--- config.mk ---
export PLATFORM = sky130hd
export DESIGN_NAME = pulsador_req
export DESIGN_NICKNAME = d
export VERILOG_FILES = /design/src/rtl/pulsador_req.sv
export SDC_FILE = /design/constraint.sdc
export NUM_CORES = 1
export LEC_CHECK = 0
export ABC_CLOCK_PERIOD_IN_PS = 5800
export CAP_MARGIN = 20
export CORE_MARGIN = 10
export CORE_UTILIZATION = 60
export DETAILED_ROUTE_END_ITERATION = 10
export HOLD_SLACK_MARGIN = 0.15
export PLACE_DENSITY = 0.83
export SETUP_SLACK_MARGIN = 0.02
export SLEW_MARGIN = 20
export SYNTH_ARGS = -nofsm -noshare
export SYNTH_HDL_FRONTEND = slang
export SYNTH_SLANG_ARGS = --single-unit
--- constraint.sdc ---
create_clock -name clk -period 5.8 [get_ports clk]
set_clock_uncertainty 0.1 [all_clocks]
set_input_delay 1.16 -clock clk [delete_from_list [all_inputs] [get_ports clk]]
set_output_delay 1.16 -clock clk [all_outputs]
set_load 0.02 [all_outputs]
--- src/rtl/pulsador_req.sv ---
// pulsador_req: debounced pedestrian push-button request with service handshake, timeout flag and request count.
// Define PULSADOR_DEBOUNCE_EN to compile in the DEB_CYCLES debounce filter; otherwise b_f is b_s delayed by one flop.
module pulsador_req #(
    parameter int DEB_CYCLES = 16,
    parameter int WAIT_MAX   = 1000
) (
    input  logic       clk,
    input  logic       rst,
    input  logic       boton,
    input  logic       blanco,
    output logic       pulsador,
    output logic       espera,
    output logic       falla,
    output logic [7:0] req_count
);
    typedef enum logic [1:0] {IDLE, PEDIDO, SERVICIO} state_t;

    localparam logic [15:0] WAIT_LAST = 16'(WAIT_MAX - 1);
    localparam logic [15:0] WAIT_TOP  = 16'(WAIT_MAX);

    if (DEB_CYCLES < 2 || DEB_CYCLES > 255 || WAIT_MAX < 1 || WAIT_MAX > 65535) begin : g_bad_param
        $error("pulsador_req: DEB_CYCLES or WAIT_MAX out of range");
    end

    logic sync1_q, b_s_q, b_f_q, press;

`ifdef PULSADOR_DEBOUNCE_EN
    localparam logic [7:0] DEB_LAST = 8'(DEB_CYCLES - 1);
    logic [7:0] deb_q;
    logic       b_f_prev_q;

    always_ff @(posedge clk) begin
        if (!rst) begin
            sync1_q    <= 1'b0;
            b_s_q      <= 1'b0;
            b_f_q      <= 1'b0;
            b_f_prev_q <= 1'b0;
            deb_q      <= 8'd0;
        end else begin
            sync1_q    <= boton;
            b_s_q      <= sync1_q;
            b_f_prev_q <= b_f_q;
            if (b_s_q == b_f_q) begin
                deb_q <= 8'd0;
            end else if (deb_q == DEB_LAST) begin
                b_f_q <= b_s_q;
                deb_q <= 8'd0;
            end else begin
                deb_q <= deb_q + 8'd1;
            end
        end
    end

    assign press = b_f_q & ~b_f_prev_q;
`else
    always_ff @(posedge clk) begin
        if (!rst) begin
            sync1_q <= 1'b0;
            b_s_q   <= 1'b0;
            b_f_q   <= 1'b0;
        end else begin
            sync1_q <= boton;
            b_s_q   <= sync1_q;
            b_f_q   <= b_s_q;
        end
    end

    // Rising edge of b_f flagged in the cycle it is being loaded, giving 3-edge latency
    assign press = b_s_q & ~b_f_q;
`endif

    state_t      state_q;
    logic        pulsador_q, falla_q;
    logic [7:0]  count_q, count_d;
    logic [15:0] wait_cnt_q, wait_cnt_d;

    assign count_d    = (count_q == 8'hFF) ? count_q : count_q + 8'd1;
    assign wait_cnt_d = (wait_cnt_q == WAIT_TOP) ? wait_cnt_q : wait_cnt_q + 16'd1;

    always_ff @(posedge clk) begin
        if (!rst) begin
            state_q    <= IDLE;
            pulsador_q <= 1'b0;
            falla_q    <= 1'b0;
            count_q    <= 8'd0;
            wait_cnt_q <= 16'd0;
        end else begin
            case (state_q)
                IDLE: begin
                    if (blanco) begin
                        state_q <= SERVICIO;
                    end else if (press) begin
                        state_q    <= PEDIDO;
                        pulsador_q <= 1'b1;
                        count_q    <= count_d;
                        wait_cnt_q <= 16'd0;
                    end
                end
                PEDIDO: begin
                    if (blanco) begin
                        state_q    <= SERVICIO;
                        pulsador_q <= 1'b0;
                    end else begin
                        wait_cnt_q <= wait_cnt_d;
                        if (wait_cnt_q == WAIT_LAST) falla_q <= 1'b1;
                    end
                end
                SERVICIO: if (!blanco) state_q <= IDLE;
                default:  state_q <= IDLE;
            endcase
        end
    end

    assign pulsador  = pulsador_q;
    assign espera    = pulsador_q;
    assign falla     = falla_q;
    assign req_count = count_q;
endmodule
==> results_tabular.tex, run 1 <==
\begin{tabular}{lr}
\hline
Metric & Value \\
\hline
\multicolumn{2}{l}{\textbf{Outcome}} \\
Status & complete, no violations \\
\multicolumn{2}{l}{\textbf{Synth}} \\
Number of enable-type register cells in the synthesized netlist & 0 \\
Synth warnings & 0 \\
Unique cell type count in the Yosys netlist & 47 \\
Ys flop type & dfxtp\_1 \\
Average footprint of a synthesized cell & 8.63 um2 \\
Register area share after synthesis & 0.377 \\
Share of synthesized flip-flops with an asynchronous set or reset & 0 \\
Top post-synthesis cells by area & dfxtp\_1 38\%, nand2\_1 4.8\%, nand3\_1 4.3\% \\
Synth Cell Area & 0.00165 mm2 \\
Synthesized netlist cell count & 191 \\
Dominant cell type by area after synthesis & dfxtp\_1 \\
Post-synthesis sequential element count & 31 \\
Area share of the largest cell type after synthesis & 0.377 \\
Post-synthesis net count & 198 \\
\multicolumn{2}{l}{\textbf{Cells and area}} \\
Final nets & 209 \\
Most frequent cells in the layout & 31 x dfxtp\_1, 21 x nand2\_1, 14 x nand3\_1, 14 x clkdlybuf4s50\_1, 11 x a21oi\_1 \\
Post-layout utilization of the core & 0.737 \\
Area added between synthesis and finish & 13.8\% \\
Fill cell instance count of the final layout & 193 \\
Most common library cell in the layout ignoring fill and taps & dfxtp\_1 \\
Fraction of layout instances using a drive strength above 1 & 0.0887 \\
Post-route design area & 0.00188 mm2 \\
Number of antenna repair diodes & 0 \\
\multicolumn{2}{l}{\textbf{Timing}} \\
Worst-case headroom to the max-slew limit & 0.371 \\
Setup TNS after final layout & 0 ps \\
Transition time at the pin with the least slew margin & 941 ps \\
Final hold violation count & 0 \\
Post-route fraction of the period consumed by the critical path & 0.591 \\
Setup repair after global routing missed its margin & no \\
Post-route minimum period & 3430 ps \\
PnR worst setup slack & 2370 ps \\
Worst hold margin & 376 ps \\
Setup violations, final & 0 \\
Maximum frequency from static timing analysis & 292 MHz \\
Max-slew violation total from the final report & 0 \\
\multicolumn{2}{l}{\textbf{Floorplanning}} \\
Die area & 0.00524 mm2 \\
I/O pin count & 15 \\
Die height & 72.4 um \\
Initial Util & 0.647 \\
Width of the die & 72.4 um \\
Core area & 0.00254 mm2 \\
Site row count & 18 \\
\multicolumn{2}{l}{\textbf{Power and ir drop}} \\
Portion of total power attributed to the clock network & 0.477 \\
Static power due to leakage & 0.587 nW \\
Combinational fraction of design power & 0.039 \\
Worst-case vdd ir drop & 0.000253 V \\
Switching part of the total & 0.204 \\
Power density of the placed cells & 238 mW/mm2 \\
Internal power & 0.000355 W \\
Sequential share of power & 0.484 \\
Power spent charging and discharging nets & 0.0000912 W \\
\multicolumn{2}{l}{\textbf{Placed design}} \\
Half-perimeter wire length after detailed placement & 2.71 mm \\
Placed standard-cell area & 0.00177 mm2 \\
Worst slack after detailed placement & 2080 ps \\
Port Buffers & 14 \\
Placer Congestion & 0.938 \\
\multicolumn{2}{l}{\textbf{Drt}} \\
Antenna viol nets, final & 0 \\
Top sig layer & met4 \\
Final routed wire length divided by cell count & 16.8 um \\
DRC violation count after routing & 0 \\
Routed vias & 1,540 \\
Met3 routed wirelength & 240 um \\
Wirelength, routed & 3.92 mm \\
Routed met2 length & 1.93 mm \\
Wire length the detailed router placed on met1 & 1.71 mm \\
1st-pass router iterations & 4 \\
Drt via density & 6.61 \\
Number of violations reported at the end of detailed-routing iteration 0 & 112 \\
\multicolumn{2}{l}{\textbf{Job}} \\
Reported max-cap violation count & 0 \\
\multicolumn{2}{l}{\textbf{Global route}} \\
Initial antenna violation count & 0 \\
First-pass GRT wire length & 6.74 mm \\
Largest net degree at the start of global routing & 29 \\
Combined global-route utilization of all metal layers & 0.156 \\
Vias in the first global route & 1,471 \\
Remaining Overflow, GRT & 0 \\
\multicolumn{2}{l}{\textbf{Clock tree}} \\
\# H-tree levels & 2 \\
Clock Root Buffer & clkbuf\_4 \\
Number of buffers on the longest clock path & 2 \\
Clock latency of the later-clocked register in the worst-skew pair & 340 ps \\
Clock tree from TritonCTS & built \\
CTS Buf Count & 5 \\
Number of buffers added to fix hold violations after cts & 0 \\
TritonCTS Sinks & 31 \\
Number of resized instances in the post-cts repair step & 0 \\
Clock transition at the registers of the reported paths & 100 ps \\
Setup Buffers After CTS & 0 \\
\multicolumn{2}{l}{\textbf{Worst setup path}} \\
Minimum setup slack among reg-to-reg paths & 3450 ps \\
Count of buffering cells on the critical path with inverters included & 2 \\
Data arrival at the endpoint of the critical path & 3610 ps \\
Critical Path Max Stage Delay & 1090 ps \\
Critical path data required time & 5980 ps \\
Reg2reg end & wait\_cnt\_q[6] \\
Kind of start point of the critical path & primary input \\
Critical path type & in2reg \\
Largest delay contributor family on the critical path & buffers and inverters \\
Critical Path Fanout Max & 28 \\
Worst path slowest cell & clkdlybuf4s50\_1 \\
Kind of capture point of the worst setup path & flip-flop \\
Critical register-to-register path startpoint & wait\_cnt\_q[0] \\
Reg2Reg Depth & 6 \\
Cell chain of the critical path & clkdlybuf4s50\_1 > inv\_1 > a21o\_1 > or4\_1 > nand2\_1 \\
\multicolumn{2}{l}{\textbf{Hold path}} \\
Cell depth of the worst min-delay path & 1 \\
Worst Hold Path EP & falla \\
Class of the tightest hold or removal check & reg2reg \\
Worst Min Path Start & falla \\
\hline
\end{tabular}
## power by group through the flow
stage / registers [W] / clock network (W) / logic [W]
2_1_floorplan: 0.000221 / 0 / 0.0000109
3_3_place_gp: 0.000221 / 0 / 0.0000164
3_5_place_dp: 0.000221 / 0 / 0.0000171
4_1_cts: 0.000216 / 0.000213 / 0.0000173
5_1_grt: 0.000217 / 0.000221 / 0.0000192
6_report: 0.000216 / 0.000213 / 0.0000174
## sequential cells by signal, summed over array words and instances, names as in the netlist
register,cells
b_f_q,1
b_s_q,1
espera,1
falla,1
req_count,8
state_q,2
sync1_q,1
wait_cnt_q,16
## worst reg2reg max path: cells and delay by family, from the launching register on
family          cells  cell delay (ps)
compound gates      1              130
fa+ha+maj           1              160
buf+inv             1               90
flops               1              360
simple gates        3             1400
## cell usage after synthesis, types with 2 or more instances
cell and n:
o21a_1 3, o221ai_1 2, inv_1 6, clkbuf_1 6
a21oi_1 11, buf_2 2, and2_1 5, or4_1 7
and4_1 2, o211ai_1 3, nand2_1 21, o2111ai_1 2
mux2i_1 4, nor3_1 2, a31oi_1 3, nand4_1 9
nand2b_1 2, nor2_1 3, ha_1 3, and3_1 5
nand4b_1 3, o41ai_1 3, or2_2 3, o31ai_1 3
nor4_1 5, o21ai_0 5, or3_1 5, nand3_1 14
dfxtp_1 31
## how the worst max path moves through the flow
stage	startpoint	end	slack [ps]	depth (start not counted)
after floorplan	blanco	req_count[5]	3330	4
after global placement	rst	wait_cnt_q[14]	2090	5
after detailed placement	rst	wait_cnt_q[14]	2080	5
after CTS	rst	wait_cnt_q[14]	2420	5
after global routing	rst	wait_cnt_q[14]	2190	5
final	rst	wait_cnt_q[14]	2370	5
## per-stage QoR
step                      cells  total power [W]
final                       233         0.000447
after global routing        233         0.000457
after CTS                   233         0.000447
after detailed placement    225         0.000238
after global placement      225         0.000237
after floorplan             191         0.000232
## cells by family (layout without fill, tap and decap cells)
kind of cell / count (synthesis) / in the layout / share of synthesized area
AND/OR/NAND/NOR: 96 / 96 / 0.355
AO/OA/AOI/OAI: 41 / 41 / 0.176
flip-flops: 31 / 31 / 0.377
buffers and inverters: 16 / 28 / 0.0448
multiplexers: 4 / 4 / 0.0243
adder cells (fa/ha/maj): 3 / 3 / 0.0228
## cell type report
| cell class | instances | area, um2 | share of cell area |
|---|---|---|---|
| Clock buffer | 6 | 41.3 | 0.0220 |
| Inverter | 6 | 22.5 | 0.0120 |
| Timing Repair Buffer | 14 | 140 | 0.0747 |
| Sequential cell | 31 | 621 | 0.331 |
| Clock inverter | 2 | 60.1 | 0.0320 |
| Tap cell | 30 | 37.5 | 0.0200 |
| Multi-Input combinational cell | 144 | 953 | 0.508 |
## layer usage
metal	up-vias	global-route usage
met5	-	0
met4	0	0.0485
met3	7	0.0544
met2	43	0.251
met1	730	0.189
li1	760	-
Note: power is estimated with default switching activity, not from simulation.
==> inputs of run 2 (changes only) <==
--- a/config.mk
+++ b/config.mk
@@ -5,13 +5,13 @@
 export SDC_FILE = /design/constraint.sdc
 export NUM_CORES = 1
 export LEC_CHECK = 0
-export ABC_CLOCK_PERIOD_IN_PS = 5800
+export ABC_CLOCK_PERIOD_IN_PS = 3550
 export CAP_MARGIN = 20
 export CORE_MARGIN = 10
-export CORE_UTILIZATION = 60
+export CORE_UTILIZATION = 56
 export DETAILED_ROUTE_END_ITERATION = 10
 export HOLD_SLACK_MARGIN = 0.15
-export PLACE_DENSITY = 0.83
+export PLACE_DENSITY = 0.78
 export SETUP_SLACK_MARGIN = 0.02
 export SLEW_MARGIN = 20
 export SYNTH_ARGS = -nofsm -noshare
==> constraint.sdc (replaced) <==
create_clock -name clk -period 3.55 [get_ports clk]
set_clock_uncertainty 0.1 [all_clocks]
set_input_delay 0.71 -clock clk [delete_from_list [all_inputs] [get_ports clk]]
set_output_delay 0.71 -clock clk [all_outputs]
set_load 0.02 [all_outputs]
==> run 2 against run 1 <==
Count of clock-buffer cells in the layout unchanged. Combinational power grew 66%. Die area up 5.1%. Sequential share of layout area rose by 0.11 points. First-iteration DRC count rose by 19%. Design area down 0.33%. Critical endpoint is now req_count[7]. Largest power group unchanged.
==> results_tabular.tex, run 2 (same netlist as run 1, synthesis figures left out) <==
\begin{tabular}{lr}
\hline
Metric & Value \\
\hline
\multicolumn{2}{l}{\textbf{Placed design}} \\
Port Buffers & 14 (unchanged) \\
Placer Congestion & 0.856 (-8.7\%) \\
Half-perimeter wire length after detailed placement & 2.76 mm (+1.7\%) \\
\multicolumn{2}{l}{\textbf{Timing}} \\
Post-route fraction of the period consumed by the critical path & 0.719 \\
Post-route minimum period & 2550 ps \\
Max-slew violation total from the final report & 0 (unchanged) \\
Worst-case headroom to the max-slew limit & 0.521 (+0.150) \\
Final hold violation count & 0 (unchanged) \\
Maximum frequency from static timing analysis & 392 MHz \\
Setup TNS after final layout & 0 ps (unchanged) \\
Transition time at the pin with the least slew margin & 718 ps (-223 ps) \\
Setup repair after global routing missed its margin & no \\
Setup violations, final & 0 (unchanged) \\
Worst hold margin & 348 ps (-27.8 ps) \\
\multicolumn{2}{l}{\textbf{Worst setup path}} \\
Critical Path Fanout Max & 18 (-36\%) \\
Critical path type & in2reg \\
Kind of start point of the critical path & primary input \\
Minimum setup slack among reg-to-reg paths & 1250 ps (-2200 ps) \\
Kind of capture point of the worst setup path & flip-flop \\
Critical path data required time & 3720 ps (-2260 ps) \\
Critical register-to-register path startpoint & wait\_cnt\_q[0] \\
Reg2Reg Depth & 6 (unchanged) \\
Reg2reg end & wait\_cnt\_q[6] \\
Data arrival at the endpoint of the critical path & 2720 ps (-890 ps) \\
\multicolumn{2}{l}{\textbf{Clock tree}} \\
Setup Buffers After CTS & 0 (unchanged) \\
TritonCTS Sinks & 31 (unchanged) \\
Number of resized instances in the post-cts repair step & 0 (unchanged) \\
Clock latency of the later-clocked register in the worst-skew pair & 330 ps (about the same) \\
Number of buffers on the longest clock path & 2 (unchanged) \\
CTS Buf Count & 5 (unchanged) \\
Clock Root Buffer & clkbuf\_4 \\
Clock transition at the registers of the reported paths & 100 ps (about the same) \\
Number of buffers added to fix hold violations after cts & 0 (unchanged) \\
Clock tree from TritonCTS & built \\
\# H-tree levels & 2 (unchanged) \\
\multicolumn{2}{l}{\textbf{Global route}} \\
Met2 Use GR & 0.224 (-0.0263) \\
Busiest grt layer & met2 \\
Met3 track utilization from global routing & 0.0492 (-0.00522) \\
GR Layer Usage met1 & 0.205 (+0.0155) \\
Vias in the first global route & 1,383 (-6.0\%) \\
Largest net degree at the start of global routing & 28 (-3.4\%) \\
Combined global-route utilization of all metal layers & 0.152 (-0.00414) \\
Remaining Overflow, GRT & 0 (unchanged) \\
First-pass GRT wire length & 6.71 mm (-0.42\%) \\
Initial antenna violation count & 0 (unchanged) \\
\multicolumn{2}{l}{\textbf{Cells and area}} \\
Area added between synthesis and finish & 13.4\% \\
Number of flip-flops in the largest register & 16 (unchanged) \\
Fraction of layout instances using a drive strength above 1 & 0.0980 (+0.00937) \\
Number of antenna repair diodes & 0 (unchanged) \\
Most frequent cells in the layout & 31 x dfxtp\_1, 21 x nand2\_1, 14 x nand3\_1, 14 x clkdlybuf4s50\_1, 11 x a21oi\_1 \\
Most common library cell in the layout ignoring fill and taps & dfxtp\_1 \\
Final nets & 210 (+0.48\%) \\
Register bank with the most flops & wait\_cnt\_q \\
\multicolumn{2}{l}{\textbf{Job}} \\
Reported max-cap violation count & 0 (unchanged) \\
\multicolumn{2}{l}{\textbf{Drt}} \\
DRC violation count after routing & 0 (unchanged) \\
Number of violations reported at the end of detailed-routing iteration 0 & 133 (+19\%) \\
Antenna viol nets, final & 0 (unchanged) \\
Wirelength, routed & 3.85 mm (-1.8\%) \\
1st-pass router iterations & 4 (unchanged) \\
Routed vias & 1,537 (-0.19\%) \\
Final routed wire length divided by cell count & 16.4 um (-2.6\%) \\
Drt via density & 6.54 (-1.0\%) \\
\multicolumn{2}{l}{\textbf{Power and ir drop}} \\
Static power due to leakage & 0.588 nW (+0.10\%) \\
Power density of the placed cells & 360 mW/mm2 (+51\%) \\
Overall power of the completed layout & 0.000673 W (+51\%) \\
Worst-case vdd ir drop & 0.000387 V (+53\%) \\
\multicolumn{2}{l}{\textbf{Hold path}} \\
Worst Hold Path EP & b\_s\_q \\
Cell depth of the worst min-delay path & 1 (unchanged) \\
Class of the tightest hold or removal check & reg2reg \\
Worst Min Path Start & sync1\_q \\
\multicolumn{2}{l}{\textbf{Floorplanning}} \\
Initial Util & 0.592 (-0.0551) \\
Site row count & 19 (+1) \\
I/O pin count & 15 (unchanged) \\
Die area & 0.00551 mm2 (+5.1\%) \\
Die height & 74.2 um (+2.5\%) \\
Width of the die & 74.2 um (+2.5\%) \\
Core area & 0.00278 mm2 (+9.3\%) \\
\multicolumn{2}{l}{\textbf{Outcome}} \\
Status & complete, no violations \\
\hline
\end{tabular}
==> run 2: cell types whose count changed in the layout (fill, tap and decap cells not counted) <==
cell,change
clkbuf_8,+1
buf_4,+1
clkinv_2,+1
clkbuf_1,-1
bufinv_16,-1
==> run 2: how the worst max path moves through the flow <==
stage,startpoint,to
after global routing,blanco,req_count[3]
after global placement,blanco,req_count[5]
final,blanco,req_count[7]
after floorplan,blanco,req_count[5]
after detailed placement,blanco,req_count[7]
after CTS,blanco,req_count[7]
==> run 2: power by group <==
part           internal, W  switching, W
logic            0.0000112     0.0000177
clock network     0.000166      0.000124
registers         0.000351    0.00000286
total             0.000528      0.000145
==> run 2: through the flow <==
stage	setup WS, ps	std cells	cell area, um2	utilization
global route	899	235	1870	0.672
global placement	823	227	1780	0.641
finish	997	235	1870	0.672
detailed placement	699	227	1780	0.641
floorplan	1530	191	1650	-
CTS	1040	235	1870	0.672
==> run 2: layer usage <==
metal  vias to the layer above  wire (um)
met4                         0         71
met2                        51       1730
li1                        755          -
met5                         -          0
met3                         9        220
met1                       722       1830
==> run 2: critical path, stage by stage <==
cell	delay, ps
clkdlybuf4s50_1	530
nor4b_2	440
nand2_2	300
or4_1	570
a21oi_1	170
==> run 2: layout make-up <==
cell class	count	area, um2
clock inverter	2	35.0
clock buffer	6	51.3
sequential	31	621
timing repair buffer	15	148
multi-input combinational	144	953
inverter	6	22.5
fill	250	912
tap	31	38.8
==> inputs of run 3 (changes only) <==
--- a/config.mk
+++ b/config.mk
@@ -5,13 +5,13 @@
 export SDC_FILE = /design/constraint.sdc
 export NUM_CORES = 1
 export LEC_CHECK = 0
-export ABC_CLOCK_PERIOD_IN_PS = 3550
+export ABC_CLOCK_PERIOD_IN_PS = 2300
 export CAP_MARGIN = 20
 export CORE_MARGIN = 10
-export CORE_UTILIZATION = 56
+export CORE_UTILIZATION = 51
 export DETAILED_ROUTE_END_ITERATION = 10
 export HOLD_SLACK_MARGIN = 0.15
-export PLACE_DENSITY = 0.78
+export PLACE_DENSITY = 0.75
 export SETUP_SLACK_MARGIN = 0.02
 export SLEW_MARGIN = 20
 export SYNTH_ARGS = -nofsm -noshare
==> constraint.sdc (replaced) <==
create_clock -name clk -period 2.3 [get_ports clk]
set_clock_uncertainty 0.1 [all_clocks]
set_input_delay 0.46 -clock clk [delete_from_list [all_inputs] [get_ports clk]]
set_output_delay 0.46 -clock clk [all_outputs]
set_load 0.02 [all_outputs]
==> run 3 against run 2 <==
First-iteration DRC count unchanged. Count of clock-buffer cells in the layout up 2. Combinational power increased by 64%. Clock power grew 26%. Sequential power up 54%. Critical endpoint is now wait_cnt_q[9]. Highest routed layer unchanged. Flip-flop and latch count did not move. Cell count up 8.9%. Register-to-register slack worse by 1000 ps. Via count barely moved. Worst setup slack worse by 800 ps.
==> results_tabular.tex, run 3 (same netlist as run 1, synthesis figures left out) <==
\begin{tabular}{lr}
\hline
Metric & Value \\
\hline
\multicolumn{2}{l}{\textbf{Worst setup path}} \\
Reg2reg end & wait\_cnt\_q[9] \\
Minimum setup slack among reg-to-reg paths & 220 ps (-1030 ps) \\
Critical path data required time & 2410 ps (-1310 ps) \\
Critical path type & in2reg \\
Critical Path Fanout Max & 10 (-8) \\
Reg2Reg Depth & 7 (+1) \\
Critical register-to-register path startpoint & wait\_cnt\_q[0] \\
Kind of start point of the critical path & primary input \\
Kind of capture point of the worst setup path & flip-flop \\
Data arrival at the endpoint of the critical path & 2210 ps (-510 ps) \\
\multicolumn{2}{l}{\textbf{Timing}} \\
Setup violations, final & 0 (unchanged) \\
Post-route minimum period & 2100 ps \\
Worst-case headroom to the max-slew limit & 0.752 (+0.231) \\
Maximum frequency from static timing analysis & 476 MHz \\
Setup repair after global routing missed its margin & no \\
Max-slew violation total from the final report & 0 (unchanged) \\
Final hold violation count & 0 (unchanged) \\
Worst hold margin & 356 ps (+8.21 ps) \\
Post-route fraction of the period consumed by the critical path & 0.914 \\
Transition time at the pin with the least slew margin & 369 ps (-349 ps) \\
Setup TNS after final layout & 0 ps (unchanged) \\
PnR worst setup slack & 199 ps (-798 ps) \\
\multicolumn{2}{l}{\textbf{Floorplanning}} \\
Die height & 76.8 um (+3.5\%) \\
I/O pin count & 15 (unchanged) \\
Initial Util & 0.535 (-0.0571) \\
Site row count & 20 (+1) \\
Width of the die & 76.8 um (+3.5\%) \\
Core area & 0.00308 mm2 (+11\%) \\
Die area & 0.00590 mm2 (+7.1\%) \\
\multicolumn{2}{l}{\textbf{Drt}} \\
Final routed wire length divided by cell count & 14.8 um (-9.6\%) \\
Drt via density & 6.00 (-8.3\%) \\
Wirelength, routed & 3.79 mm (-1.5\%) \\
DRC violation count after routing & 0 (unchanged) \\
Number of violations reported at the end of detailed-routing iteration 0 & 133 (unchanged) \\
Antenna viol nets, final & 0 (unchanged) \\
1st-pass router iterations & 4 (unchanged) \\
Routed vias & 1,536 (-0.065\%) \\
\multicolumn{2}{l}{\textbf{Clock tree}} \\
Setup Buffers After CTS & 0 (unchanged) \\
Clock Root Buffer & clkbuf\_4 \\
Clock transition at the registers of the reported paths & 90 ps (about the same) \\
Number of buffers added to fix hold violations after cts & 0 (unchanged) \\
\# H-tree levels & 2 (unchanged) \\
Number of resized instances in the post-cts repair step & 0 (unchanged) \\
Clock latency of the later-clocked register in the worst-skew pair & 330 ps (about the same) \\
CTS Buf Count & 5 (unchanged) \\
Number of buffers on the longest clock path & 2 (unchanged) \\
Clock tree from TritonCTS & built \\
TritonCTS Sinks & 31 (unchanged) \\
\multicolumn{2}{l}{\textbf{Power and ir drop}} \\
Internal power & 0.000740 W (+40\%) \\
Switching part of the total & 0.228 (+0.0124) \\
Portion of total power attributed to the clock network & 0.382 (-0.050) \\
Combinational fraction of design power & 0.050 (+0.007) \\
Sequential share of power & 0.569 (+0.044) \\
Static power due to leakage & 0.616 nW (+4.8\%) \\
Overall power of the completed layout & 0.000959 W (+42\%) \\
Power density of the placed cells & 497 mW/mm2 (+38\%) \\
Worst-case vdd ir drop & 0.000416 V (+7.6\%) \\
Power spent charging and discharging nets & 0.000218 W (+51\%) \\
\multicolumn{2}{l}{\textbf{Hold path}} \\
Worst Hold Path EP & b\_s\_q \\
Worst Min Path Start & sync1\_q \\
Cell depth of the worst min-delay path & 1 (unchanged) \\
Class of the tightest hold or removal check & reg2reg \\
\multicolumn{2}{l}{\textbf{Global route}} \\
Initial antenna violation count & 0 (unchanged) \\
Busiest grt layer & met2 \\
Met2 Use GR & 0.200 (-0.0246) \\
Vias in the first global route & 1,393 (+0.72\%) \\
First-pass GRT wire length & 6.53 mm (-2.7\%) \\
Largest net degree at the start of global routing & 28 (unchanged) \\
Combined global-route utilization of all metal layers & 0.131 (-0.0211) \\
Remaining Overflow, GRT & 0 (unchanged) \\
Met3 track utilization from global routing & 0.0490 (-0.000251) \\
GR Layer Usage met1 & 0.163 (-0.0419) \\
\multicolumn{2}{l}{\textbf{Cells and area}} \\
Final nets & 218 (+3.8\%) \\
Fraction of layout instances using a drive strength above 1 & 0.127 (+0.0293) \\
Number of antenna repair diodes & 0 (unchanged) \\
Most common library cell in the layout ignoring fill and taps & dfxtp\_1 \\
Area added between synthesis and finish & 17.0\% \\
Register bank with the most flops & wait\_cnt\_q \\
Most frequent cells in the layout & 31 x dfxtp\_1, 21 x nand2\_1, 14 x nand3\_1, 14 x clkdlybuf4s50\_1, 11 x a21oi\_1 \\
Number of flip-flops in the largest register & 16 (unchanged) \\
Post-route design area & 0.00193 mm2 (+3.1\%) \\
\multicolumn{2}{l}{\textbf{Job}} \\
Reported max-cap violation count & 0 (unchanged) \\
\multicolumn{2}{l}{\textbf{Placed design}} \\
Port Buffers & 14 (unchanged) \\
Placer Congestion & 0.902 (+5.3\%) \\
Half-perimeter wire length after detailed placement & 2.76 mm (about the same) \\
Worst slack after detailed placement & -134 ps (-833 ps) \\
Placed standard-cell area & 0.00186 mm2 (+4.3\%) \\
\multicolumn{2}{l}{\textbf{Outcome}} \\
Status & complete, no violations \\
\hline
\end{tabular}
run 3: cell count changes in the layout (fill, tap and decap cells not counted), sizes merged:
cell / change
bufinv: -1
buf: +8
clkbuf: +2
clkinv: -1
run 3: worst max-delay path: stages:
cell             delay, ps
clkdlybuf4s50_1        510
or3b_1                 550
buf_4                  210
o21ai_4                300
o221ai_1               170
run 3: metrics by stage:
step,instances,util
global route,256,0.626
finish,256,0.626
global placement,248,0.604
CTS,256,0.626
floorplan,191,-
detailed placement,248,0.604
run 3: power by group through the flow:
stage / sequential [W] / clock [W] / combinational (W)
5_1_grt: 0.000546 / 0.000411 / 0.0000516
3_5_place_dp: 0.000558 / 0 / 0.0000474
6_report: 0.000545 / 0.000366 / 0.0000475
3_3_place_gp: 0.000557 / 0 / 0.0000460
2_1_floorplan: 0.000558 / 0 / 0.0000275
4_1_cts: 0.000545 / 0.000372 / 0.0000474
run 3: final cells by class:
| cell class | instances | area [um2] |
|---|---|---|
| fillers | 280 | 1150 |
| multi-input cells | 144 | 953 |
| flip-flops and latches | 31 | 621 |
| repair buffers | 23 | 208 |
| clock buffers | 8 | 68.8 |
| well taps | 44 | 55.1 |
| inverters | 6 | 22.5 |
run 3: worst max path at each step:
| stage | from | to | slack [ps] | cells after the start |
|---|---|---|---|---|
| after floorplan | wait_cnt_q[0] | wait_cnt_q[5] | 440 | 7 |
| after global placement | blanco | req_count[5] | -70 | 5 |
| after detailed placement | blanco | wait_cnt_q[6] | -130 | 5 |
| after CTS | blanco | req_count[7] | 210 | 5 |
| after global routing | blanco | req_count[7] | 30 | 5 |
| final | blanco | wait_cnt_q[9] | 200 | 5 |
run 3: metal layers:
| metal | vias to the layer above | wire length, um | share of wire |
|---|---|---|---|
| li1 | 778 | - | - |
| met1 | 713 | 1770 | 0.47 |
| met2 | 39 | 1750 | 0.46 |
| met3 | 6 | 228 | 0.060 |
| met4 | 0 | 42 | 0.011 |
| met5 | - | 0 | 0 |
